### src/rtl/ctrl_pkg.sv
// Shared encodings for the multicycle control unit: states, opcodes, ALU codes, flag bits,
// condition codes and the opcode-to-ALU mapping.
package ctrl_pkg;

  localparam int unsigned AluContBits = 6;

  typedef enum logic [3:0] {
    StFetch,
    StIrLatch,
    StRegRd,
    StAlu,
    StLdAddr,
    StLdWb,
    StStore,
    StJal,
    StJcond,
    StBcond,
    StHalt
  } state_e;

  // Primary opcodes (instr[15:12])
  localparam logic [3:0] OpRType = 4'b0000;
  localparam logic [3:0] OpAndi  = 4'b0001;
  localparam logic [3:0] OpOri   = 4'b0010;
  localparam logic [3:0] OpXori  = 4'b0011;
  localparam logic [3:0] OpMem   = 4'b0100;
  localparam logic [3:0] OpAddi  = 4'b0101;
  localparam logic [3:0] OpSubi  = 4'b1001;
  localparam logic [3:0] OpCmpi  = 4'b1011;
  localparam logic [3:0] OpBcond = 4'b1100;
  localparam logic [3:0] OpMovi  = 4'b1101;
  localparam logic [3:0] OpLui   = 4'b1111;

  // Extended opcodes (instr[7:4])
  localparam logic [3:0] ExtNop   = 4'b0000;
  localparam logic [3:0] ExtAnd   = 4'b0001;
  localparam logic [3:0] ExtOr    = 4'b0010;
  localparam logic [3:0] ExtXor   = 4'b0011;
  localparam logic [3:0] ExtAdd   = 4'b0101;
  localparam logic [3:0] ExtSub   = 4'b1001;
  localparam logic [3:0] ExtCmp   = 4'b1011;
  localparam logic [3:0] ExtMov   = 4'b1101;
  localparam logic [3:0] ExtLoad  = 4'b0000;
  localparam logic [3:0] ExtStor  = 4'b0100;
  localparam logic [3:0] ExtJal   = 4'b1000;
  localparam logic [3:0] ExtJcond = 4'b1100;

  localparam logic [AluContBits-1:0] ALU_ADD = 6'd0;
  localparam logic [AluContBits-1:0] ALU_SUB = 6'd1;
  localparam logic [AluContBits-1:0] ALU_AND = 6'd2;
  localparam logic [AluContBits-1:0] ALU_OR  = 6'd3;
  localparam logic [AluContBits-1:0] ALU_XOR = 6'd4;
  localparam logic [AluContBits-1:0] ALU_MOV = 6'd5;
  localparam logic [AluContBits-1:0] ALU_LUI = 6'd6;
  localparam logic [AluContBits-1:0] ALU_CMP = 6'd7;

  localparam int unsigned FlagC = 0;
  localparam int unsigned FlagL = 2;
  localparam int unsigned FlagF = 5;
  localparam int unsigned FlagZ = 6;
  localparam int unsigned FlagN = 7;

  localparam logic [3:0] CondEq  = 4'b0000;
  localparam logic [3:0] CondNe  = 4'b0001;
  localparam logic [3:0] CondCs  = 4'b0010;
  localparam logic [3:0] CondCc  = 4'b0011;
  localparam logic [3:0] CondLo  = 4'b0100;
  localparam logic [3:0] CondNlo = 4'b0101;
  localparam logic [3:0] CondMi  = 4'b0110;
  localparam logic [3:0] CondPl  = 4'b0111;
  localparam logic [3:0] CondFs  = 4'b1000;
  localparam logic [3:0] CondFc  = 4'b1001;
  localparam logic [3:0] CondHi  = 4'b1010;
  localparam logic [3:0] CondLs  = 4'b1011;
  localparam logic [3:0] CondGt  = 4'b1100;
  localparam logic [3:0] CondLe  = 4'b1101;
  localparam logic [3:0] CondUc  = 4'b1110;
  localparam logic [3:0] CondNv  = 4'b1111;

  localparam logic [1:0] PcSrcAlu   = 2'd0;
  localparam logic [1:0] PcSrcRegB  = 2'd1;
  localparam logic [1:0] PcSrcPcInc = 2'd2;

  localparam logic [1:0] RwSrcAlu   = 2'd0;
  localparam logic [1:0] RwSrcMem   = 2'd1;
  localparam logic [1:0] RwSrcPcInc = 2'd2;

  // Register and immediate forms share the same 4-bit code for each ALU operation.
  function automatic logic [AluContBits-1:0] alu_code(input logic [3:0] code);
    unique case (code)
      ExtAdd:  return ALU_ADD;
      ExtSub:  return ALU_SUB;
      ExtCmp:  return ALU_CMP;
      ExtAnd:  return ALU_AND;
      ExtOr:   return ALU_OR;
      ExtXor:  return ALU_XOR;
      ExtMov:  return ALU_MOV;
      OpLui:   return ALU_LUI;
      default: return ALU_ADD;
    endcase
  endfunction

endpackage

### src/rtl/cond_eval.sv
// Branch/jump condition evaluator: combinational map of a 4-bit condition code onto PSR flags.
module cond_eval
  import ctrl_pkg::*;
#(
  parameter int unsigned Width = 16
) (
  input  logic [3:0]       cond_i,
  input  logic [Width-1:0] psr_flags_i,
  output logic             taken_o
);

  logic c, l, f, z, n;
  logic unused_flags;

  assign c = psr_flags_i[FlagC];
  assign l = psr_flags_i[FlagL];
  assign f = psr_flags_i[FlagF];
  assign z = psr_flags_i[FlagZ];
  assign n = psr_flags_i[FlagN];
  assign unused_flags = ^{psr_flags_i[Width-1:8], psr_flags_i[4:3], psr_flags_i[1]};

  always_comb begin
    taken_o = 1'b0;
    unique case (cond_i)
      CondEq:  taken_o = z;
      CondNe:  taken_o = !z;
      CondCs:  taken_o = c;
      CondCc:  taken_o = !c;
      CondLo:  taken_o = l;
      CondNlo: taken_o = !l;
      CondMi:  taken_o = n;
      CondPl:  taken_o = !n;
      CondFs:  taken_o = f;
      CondFc:  taken_o = !f;
      CondHi:  taken_o = !l && !z;
      CondLs:  taken_o = l || z;
      CondGt:  taken_o = !n && !z;
      CondLe:  taken_o = n || z;
      CondUc:  taken_o = 1'b1;
      CondNv:  taken_o = 1'b0;
    endcase
  end

endmodule

### src/rtl/control_fsm.sv
// Multicycle control FSM for the 16-bit CPU datapath.
// Optional retired-instruction counter enabled by defining CTRL_RETIRE_CNT_EN.
module control_fsm
  import ctrl_pkg::*;
#(
  parameter int unsigned ALU_CONT_BITS    = 6,
  parameter int unsigned OP_CODE_BITS     = 4,
  parameter int unsigned EXT_OP_CODE_BITS = 4,
  parameter int unsigned WIDTH            = 16
) (
  input  logic                        clk,
  input  logic                        reset,
  input  logic [OP_CODE_BITS-1:0]     op_code,
  input  logic [EXT_OP_CODE_BITS-1:0] ext_op_code,
  input  logic [3:0]                  cond,
  input  logic [WIDTH-1:0]            psr_flags,
  output logic                        reg_write,
  output logic                        alu_A_src,
  output logic                        alu_B_src,
  output logic                        pc_en,
  output logic                        loading,
  output logic                        storing,
  output logic                        instruction_en,
  output logic                        mem_write,
  output logic [1:0]                  pc_src,
  output logic [1:0]                  reg_write_src,
  output logic [ALU_CONT_BITS-1:0]    alu_cont,
  output logic                        halted,
  output logic [WIDTH-1:0]            retired_count
);

  state_e state_q, state_d;
  logic   taken;
  logic   is_rtype_alu, is_imm_alu, no_writeback;

  cond_eval #(
    .Width (WIDTH)
  ) u_cond_eval (
    .cond_i      (cond),
    .psr_flags_i (psr_flags),
    .taken_o     (taken)
  );

  always_comb begin
    is_rtype_alu = 1'b0;
    if (op_code == OpRType) begin
      unique case (ext_op_code)
        ExtNop, ExtAdd, ExtSub, ExtCmp, ExtAnd, ExtOr, ExtXor, ExtMov: is_rtype_alu = 1'b1;
        default: is_rtype_alu = 1'b0;
      endcase
    end
  end

  always_comb begin
    is_imm_alu = 1'b0;
    unique case (op_code)
      OpAddi, OpSubi, OpCmpi, OpAndi, OpOri, OpXori, OpMovi, OpLui: is_imm_alu = 1'b1;
      default: is_imm_alu = 1'b0;
    endcase
  end

  assign no_writeback = (op_code == OpCmpi) ||
                        ((op_code == OpRType) && (ext_op_code == ExtCmp || ext_op_code == ExtNop));

  always_comb begin
    state_d        = state_q;
    reg_write      = 1'b0;
    alu_A_src      = 1'b0;
    alu_B_src      = 1'b0;
    pc_en          = 1'b0;
    loading        = 1'b0;
    storing        = 1'b0;
    instruction_en = 1'b0;
    mem_write      = 1'b0;
    halted         = 1'b0;
    pc_src         = PcSrcPcInc;
    reg_write_src  = RwSrcAlu;
    alu_cont       = ALU_CONT_BITS'(ALU_ADD);

    unique case (state_q)
      StFetch: state_d = StIrLatch;
      StIrLatch: begin
        instruction_en = 1'b1;
        state_d        = StRegRd;
      end
      StRegRd: begin
        if (is_rtype_alu || is_imm_alu) begin
          state_d = StAlu;
        end else if (op_code == OpMem) begin
          unique case (ext_op_code)
            ExtLoad:  state_d = StLdAddr;
            ExtStor:  state_d = StStore;
            ExtJal:   state_d = StJal;
            ExtJcond: state_d = StJcond;
            default:  state_d = StHalt;
          endcase
        end else if (op_code == OpBcond) begin
          state_d = StBcond;
        end else begin
          state_d = StHalt;
        end
      end
      StAlu: begin
        alu_A_src = 1'b1;
        alu_B_src = (op_code != OpRType);
        alu_cont  = ALU_CONT_BITS'(alu_code((op_code == OpRType) ? ext_op_code : op_code));
        reg_write = !no_writeback;
        pc_en     = 1'b1;
        state_d   = StFetch;
      end
      StLdAddr: begin
        loading = 1'b1;
        state_d = StLdWb;
      end
      StLdWb: begin
        loading       = 1'b1;
        reg_write     = 1'b1;
        reg_write_src = RwSrcMem;
        pc_en         = 1'b1;
        state_d       = StFetch;
      end
      StStore: begin
        storing   = 1'b1;
        mem_write = 1'b1;
        pc_en     = 1'b1;
        state_d   = StFetch;
      end
      StJal: begin
        reg_write     = 1'b1;
        reg_write_src = RwSrcPcInc;
        pc_en         = 1'b1;
        pc_src        = PcSrcRegB;
        state_d       = StFetch;
      end
      StJcond: begin
        pc_en   = 1'b1;
        pc_src  = taken ? PcSrcRegB : PcSrcPcInc;
        state_d = StFetch;
      end
      StBcond: begin
        // Target is pc + imm; pc still holds the branch's own address here.
        alu_B_src = 1'b1;
        pc_en     = 1'b1;
        pc_src    = taken ? PcSrcAlu : PcSrcPcInc;
        state_d   = StFetch;
      end
      StHalt: halted = 1'b1;
      default: state_d = StFetch;
    endcase
  end

  always_ff @(posedge clk or negedge reset) begin
    if (!reset) begin
      state_q <= StFetch;
    end else begin
      state_q <= state_d;
    end
  end

`ifdef CTRL_RETIRE_CNT_EN
  logic [WIDTH-1:0] retired_q, retired_d;

  assign retired_d = pc_en ? retired_q + WIDTH'(1) : retired_q;

  always_ff @(posedge clk or negedge reset) begin
    if (!reset) begin
      retired_q <= '0;
    end else begin
      retired_q <= retired_d;
    end
  end

  assign retired_count = retired_q;
`else
  assign retired_count = '0;
`endif

endmodule

### config.mk
export PLATFORM = sky130hd
export DESIGN_NAME = control_fsm
export DESIGN_NICKNAME = d
export VERILOG_FILES = /design/src/rtl/ctrl_pkg.sv /design/src/rtl/cond_eval.sv /design/src/rtl/control_fsm.sv
export SDC_FILE = /design/constraint.sdc
export NUM_CORES = 1
export LEC_CHECK = 0
export BUFFER_PORTS_ARGS = -buffer_cell sky130_fd_sc_hd__buf_2
export CORE_ASPECT_RATIO = 1.4
export CORE_MARGIN = 4
export CORE_UTILIZATION = 37
export DETAILED_ROUTE_END_ITERATION = 8
export PLACE_DENSITY = 0.76
export SLEW_MARGIN = 40
export SYNTH_ARGS = -nofsm -noshare
export SYNTH_HDL_FRONTEND = slang
export SYNTH_HIERARCHICAL = 1
export SYNTH_SLANG_ARGS = --single-unit
### constraint.sdc
create_clock -name clk -period 1.8 [get_ports clk]
set_input_delay 0.18 -clock clk [delete_from_list [all_inputs] [get_ports clk]]
set_output_delay 0.18 -clock clk [all_outputs]
set_load 0.02 [all_outputs]
# After elaboration in Yosys (flattened, before gate mapping)
# Memories as Yosys holds them, arrays and structs flattened.
# Cells that the tools add are included.
totals:
  ff_bits: 4
  latch_bits: 0
  ramBits: 0
  mem_bits_ro: 80
  inputBits: 30
  out_inout_bits: 35
  mem_count: 3
classes:
  n_addsub: 0
  n_mul: 0
  n_div: 0
  n_lt_le_gt_ge: 0
  n_eq_ne: 32
  shifts: 0
  mux: 21
  bitwise: 0
  n_reduce_logical: 22
memory_table:
  columns: ["memory", "depth", "width", "rd", "rd_ports_with_merged_regs", "wr", "line", "text"]
  rows:
  - ["(no name shown)", 16, 3, 1, 0, 0, "ctrl_pkg.sv:90", "unique case (code)"]
  - ["(no name shown)", 16, 1, 1, 0, 0, "control_fsm.sv:56", "unique case (op_code)"]
  - ["(no name shown)", 16, 1, 1, 0, 0, "control_fsm.sv:47", "unique case (ext_op_code)"]
ops:
  columns: ["cell", "count"]
  rows:
  - ["4-bit equality test, second input constant", 16]
  - ["4-bit by 3-bit equality test with 1-bit output, second input constant", 10]
  - ["4-bit one-hot mux with 5 select lines", 1]
  - ["4-bit by 2-bit equality test with 1-bit output, second input constant", 4]
  - ["4-bit logical NOT", 4]
  - ["1-bit one-hot mux with 16 select lines", 1]
  - ["4-bit one-hot mux with 4 select lines", 1]
  - ["4-bit 2-to-1 mux", 3]
  - ["4-bit by 1-bit equality test with 1-bit output, second input constant", 2]
  - ["1-bit 2-to-1 mux", 7]
  - ["1-bit logical NOT", 6]
  - ["2-bit 2-to-1 mux", 3]
  - ["6-bit 2-to-1 mux", 1]
  - ["2-bit one-hot mux with 3 select lines", 1]
  - ["6-bit OR reduction", 1]
  - ["1-bit logical OR", 5]
  - ["1-bit one-hot mux with 2 select lines", 2]
  - ["2-bit one-hot mux with 2 select lines", 1]
  - ["4-bit nonzero test", 1]
  - ["2-bit OR reduction", 2]
  - ["1-bit logical AND", 3]

# Longest topological paths before layout
logic_depth:
  depth_word: 6
  ltp_mapped: 7

# By module
# The synthesis kept the hierarchy.
modules_own_cells:
  columns: ["module", "instances", "cells_per_inst", "area_each_um2", "seq_area_each_um2"]
  rows:
  - ["control_fsm", 1, 106, 737.0, 100.1]
  - ["cond_eval", 1, 23, 183.9, 0.0]

# Worst setup path after synthesis
# OpenSTA, ideal clock, no wires.
synth_timing:
  kind: "in2out"
  start: "in cond[0]"
  end: "out pc_src[0]"
  arrival_ps: 1900
  path_slack_ps: -280
  path_stages: 7
  n_path_buf: 1
  cell_sequence: "buf_6 > or4b_1 > o31ai_1 > a211o_1 > a221o_1 > or3b_2 > o22ai_1"
synth_between:
  elab_chain_cells: 4
synth_rtl:
  columns: ["element", "line", "text"]
  rows:
  - ["start: declaration", "control_fsm.sv:15", "input logic [3:0] cond,"]
  - ["4-bit equality test, or another cell as far along", "cond_eval.sv:24", "unique case (cond_i)"]
  - ["1-bit one-hot mux with 16 select lines *", "cond_eval.sv:24", null]
  - ["net taken", "control_fsm.sv:33", "logic taken;"]
  - ["2-bit 2-to-1 mux *", "control_fsm.sv:137", "pc_src = taken ? PcSrcRegB : PcSrcPcInc;"]
  - ["2-bit one-hot mux with 3 select lines *", "control_fsm.sv:80", "unique case (state_q)"]
  - ["end: declaration", "control_fsm.sv:25", "output logic [1:0] pc_src,"]
# Mark *: on every way through the listed nets, which the timed path passes. The rest lies on a longest branch.

# Worst setup path after layout
layout_timing:
  start: "in cond[0]"
  end: "out pc_src[1]"
layout_between:
  elab_chain_cells: 4
layout_rtl:
  columns: ["element", "line"]
  rows:
  - ["4-bit equality test, or another cell as far along", "cond_eval.sv:24"]
  - ["1-bit one-hot mux with 16 select lines *", "cond_eval.sv:24"]
  - ["net taken", "control_fsm.sv:33"]
  - ["2-bit 2-to-1 mux, on equally long branches", "control_fsm.sv:144, control_fsm.sv:137"]
  - ["2-bit one-hot mux with 3 select lines *", "control_fsm.sv:80"]
# Marked as above.

==> out/metrics.yaml <==
avgSynthCellArea_um2: 7.14
antenna_found_initial: 0
n_fill_cell: 242
cp-end-kind: "primary output"
numCtsBuffers: 3
maxCapViolCount: 0
fmax_mhz: 502
setup_tns_ps: -365
wire_per_inst_um: 11.4
max_stage_delay_ps: 510
synth_ff_type: "dfrtp_1"
cp.required_ps: 1620
yosysTopAreaCell: "buf_4"
netlist_instances: 129
critPathKind: "input pin to primary output"
wl_met2_um: 1230
outcome: "complete, but fails checks"
grt_usage_pct: 14.1
fin_nets: 206
firstDrtPassIters: 4
final_util_pct: 50.1
avgViaCountPerCell: 4.84
crit_path_frequent_cell: "buf_6"
synth_top_cell_area_share_pct: 16.3
cp_max_fo: 4
die_area_mm2: 0.00336
clock_skew_ps: 2.68
numClockSinks: 4
regMostFlops: "state_q"
ys_top_cells_by_area: "buf_4 16%, dfrtp_1 11%, nand2b_1 8.2%"
gp_congestion: 0.790
violations: "setup timing"
drc_errors: 0
dp_cells: 201
drt-total-wl_um: 2340
dr_total_vias: 993
crit_buf_inv: 2
wl_met1_um: 898
hold_violations: 0
path_delay_family: "simple AND/OR/NAND/NOR gates"
grt.overflow.total: 0
drv_slew: 0
setup_viol: 2
die_y_um: 67.0
yosysUniqueCellTypes: 43
highest_layer: "met4"
grt_pass1_wl_um: 3780
reg_top3: "state_q: 4 flops"
area_growth_pct: 30.2
ctsHtreeMaxLevel: 1
start_kind: "input pin"
grt_pass1_vias: 917
finalCriticalPeriod_ps: 1990
drive_gt1_share_pct: 35.1
rsz0062_at_grt: "true"
rows: 21
io_pins: 65
hold_class: "input pin to asynchronous set/reset pin"
n_antenna_cell: 0
peakVddDrop_mv: 0.400
netlist_area_um2: 921
core-area_mm2: 0.00239
met3_length_um: 195
fin_crit_sh_pct: 111
synth_edf_count: 0
start_util_pct: 38.5
cts_tree: "done"
port_buffers: 34
worstPathArrival_ps: 1810
synthArstFlopShare_pct: 100
ys_seq_area_share_pct: 10.9
cts_max_path_buffers: 2
grt_max_degree: 14
die_w_um: 50.2
ys_warn_count: 6
layout_setup_ws_ps: -191
drt_iter0_markers: 17
drtAntennaViolNets: 0
clkSlewWorstSetupHoldPaths_ps: 40
synth-seq-cells: 4
holdWs_ps: 283
cp_slowest_cell: "or4b_1"
clk_latency_ps: 230
pwr_density_cell_mw_per_mm2: 801
p_leak_nw: 0.614
stdcell_count: 205
dpl.hpwl_um: 1940
cts-root-buf: "clkbuf_4"
crit_chain: "buf_6, or4b_1, o31ai_1, a211o_1, a221o_1, or3b_4, nor2b_4, buf_6"
largest_reg_flops: 4
worst paths after layout:
path	slack (ps)	to	from	depth (start not counted)
max in group asynchronous	1390	state_q[3]	reset	2
min in group clk	320	state_q[1]	op_code[2]	4
worst min register to register	620	state_q[2]	state_q[3]	2
worst min-delay path	280	state_q[1]	reset	2
worst max-delay path	-190	pc_src[1]	cond[0]	8
worst max register to register	550	state_q[3]	state_q[0]	5
cell usage after synthesis, types with 2 or more instances:
library cell  instances
a21oi_1               7
o21a_1                2
inv_1                 7
nand4_1               2
a31o_2                2
xnor2_1               2
mux2i_1               3
nor2b_1               4
or4b_1                2
nand3_1               2
nor2_1               10
o21ai_0               2
or3_1                 2
o22ai_1               2
nand2_1               9
ha_1                  3
dfrtp_1               4
buf_4                20
a31oi_1               4
nand2b_1             12
nor3_1                2
nand3b_1              2
o31ai_1               4
logic make-up (layout without fill, tap and decap cells):
kind of cell    count (synthesis)  count (layout)  share of synthesized area (%)
xor+xnor                        2               2                           1.90
compound gates                 31              31                           23.6
fa+ha+maj                       3               3                           4.08
mux                             3               3                           3.26
other cells                     1              19                          0.407
buf+inv                        30              54                           21.3
simple gates                   55              55                           34.5
flops                           4               4                           10.9
layout by cell type (no fill, tap or decap), types with 2 or more instances in the layout:
master    count
o21a_1        2
dfrtp_1       3
nor3_1        2
nand4_1       2
nor2_1        9
or3_1         2
conb_1       19
a21oi_1       7
clkbuf_4      3
a31oi_1       4
buf_4         9
mux2i_1       3
o31ai_1       3
a31o_2        2
xnor2_1       2
ha_1          3
inv_1         7
nand2_1       8
nand3b_1      2
nand2b_1     12
or4b_1        2
o21ai_0       2
nor2b_1       3
buf_6         4
buf_2        30
nand3_1       2
metal layers:
layer / vias up / GRT usage, %
li1: 508 / -
met1: 440 / 15.4
met2: 43 / 26.1
met3: 2 / 2.46
met4: 0 / 5.54
met5: - / 0
report_power, final:
part | internal [W] | switching [W] | total [W] | leakage, nW
registers | 0.000125 | 0.0000316 | 0.000156 | 0.0502
logic | 0.000282 | 0.000414 | 0.000696 | 0.550
clock network | 0.0000744 | 0.0000332 | 0.000108 | 0.0138
total | 0.000481 | 0.000479 | 0.000960 | 0.614
worst register-to-register path: cells and delay by family, from the launching register on:
family          cells  cell delay, ps
compound gates      1             100
buf+inv             1             170
flops               1             380
simple gates        3             540
per-stage QoR:
step,setup slack (ps),cell area (um2),total power (W)
6_report,-191,1200,0.000960
5_1_grt,-242,1200,0.00105
4_1_cts,-157,1180,0.000950
3_5_place_dp,-200,1120,0.000823
3_3_place_gp,-184,1120,0.000813
2_1_floorplan,8.00,1010,0.000623
final cells by class:
cell class / count / area [um2] / share of cell area, %
multi-input cells: 113 / 733 / 61.2
repair buffers: 44 / 273 / 22.8
flip-flops and latches: 4 / 101 / 8.46
clock buffers: 3 / 22.5 / 1.88
inverters: 7 / 26.3 / 2.19
well taps: 34 / 42.5 / 3.55
what timing repair did:
action                                  4_1_cts  5_1_grt
pin swaps                                     3        0
gates resized for setup                       6        5
endpoints found under the setup margin        2        5
hold endpoints to repair                      4        0
buffers inserted                              0        0
hold buffers                                  1        0
Note: power is estimated with default switching activity, not from simulation.
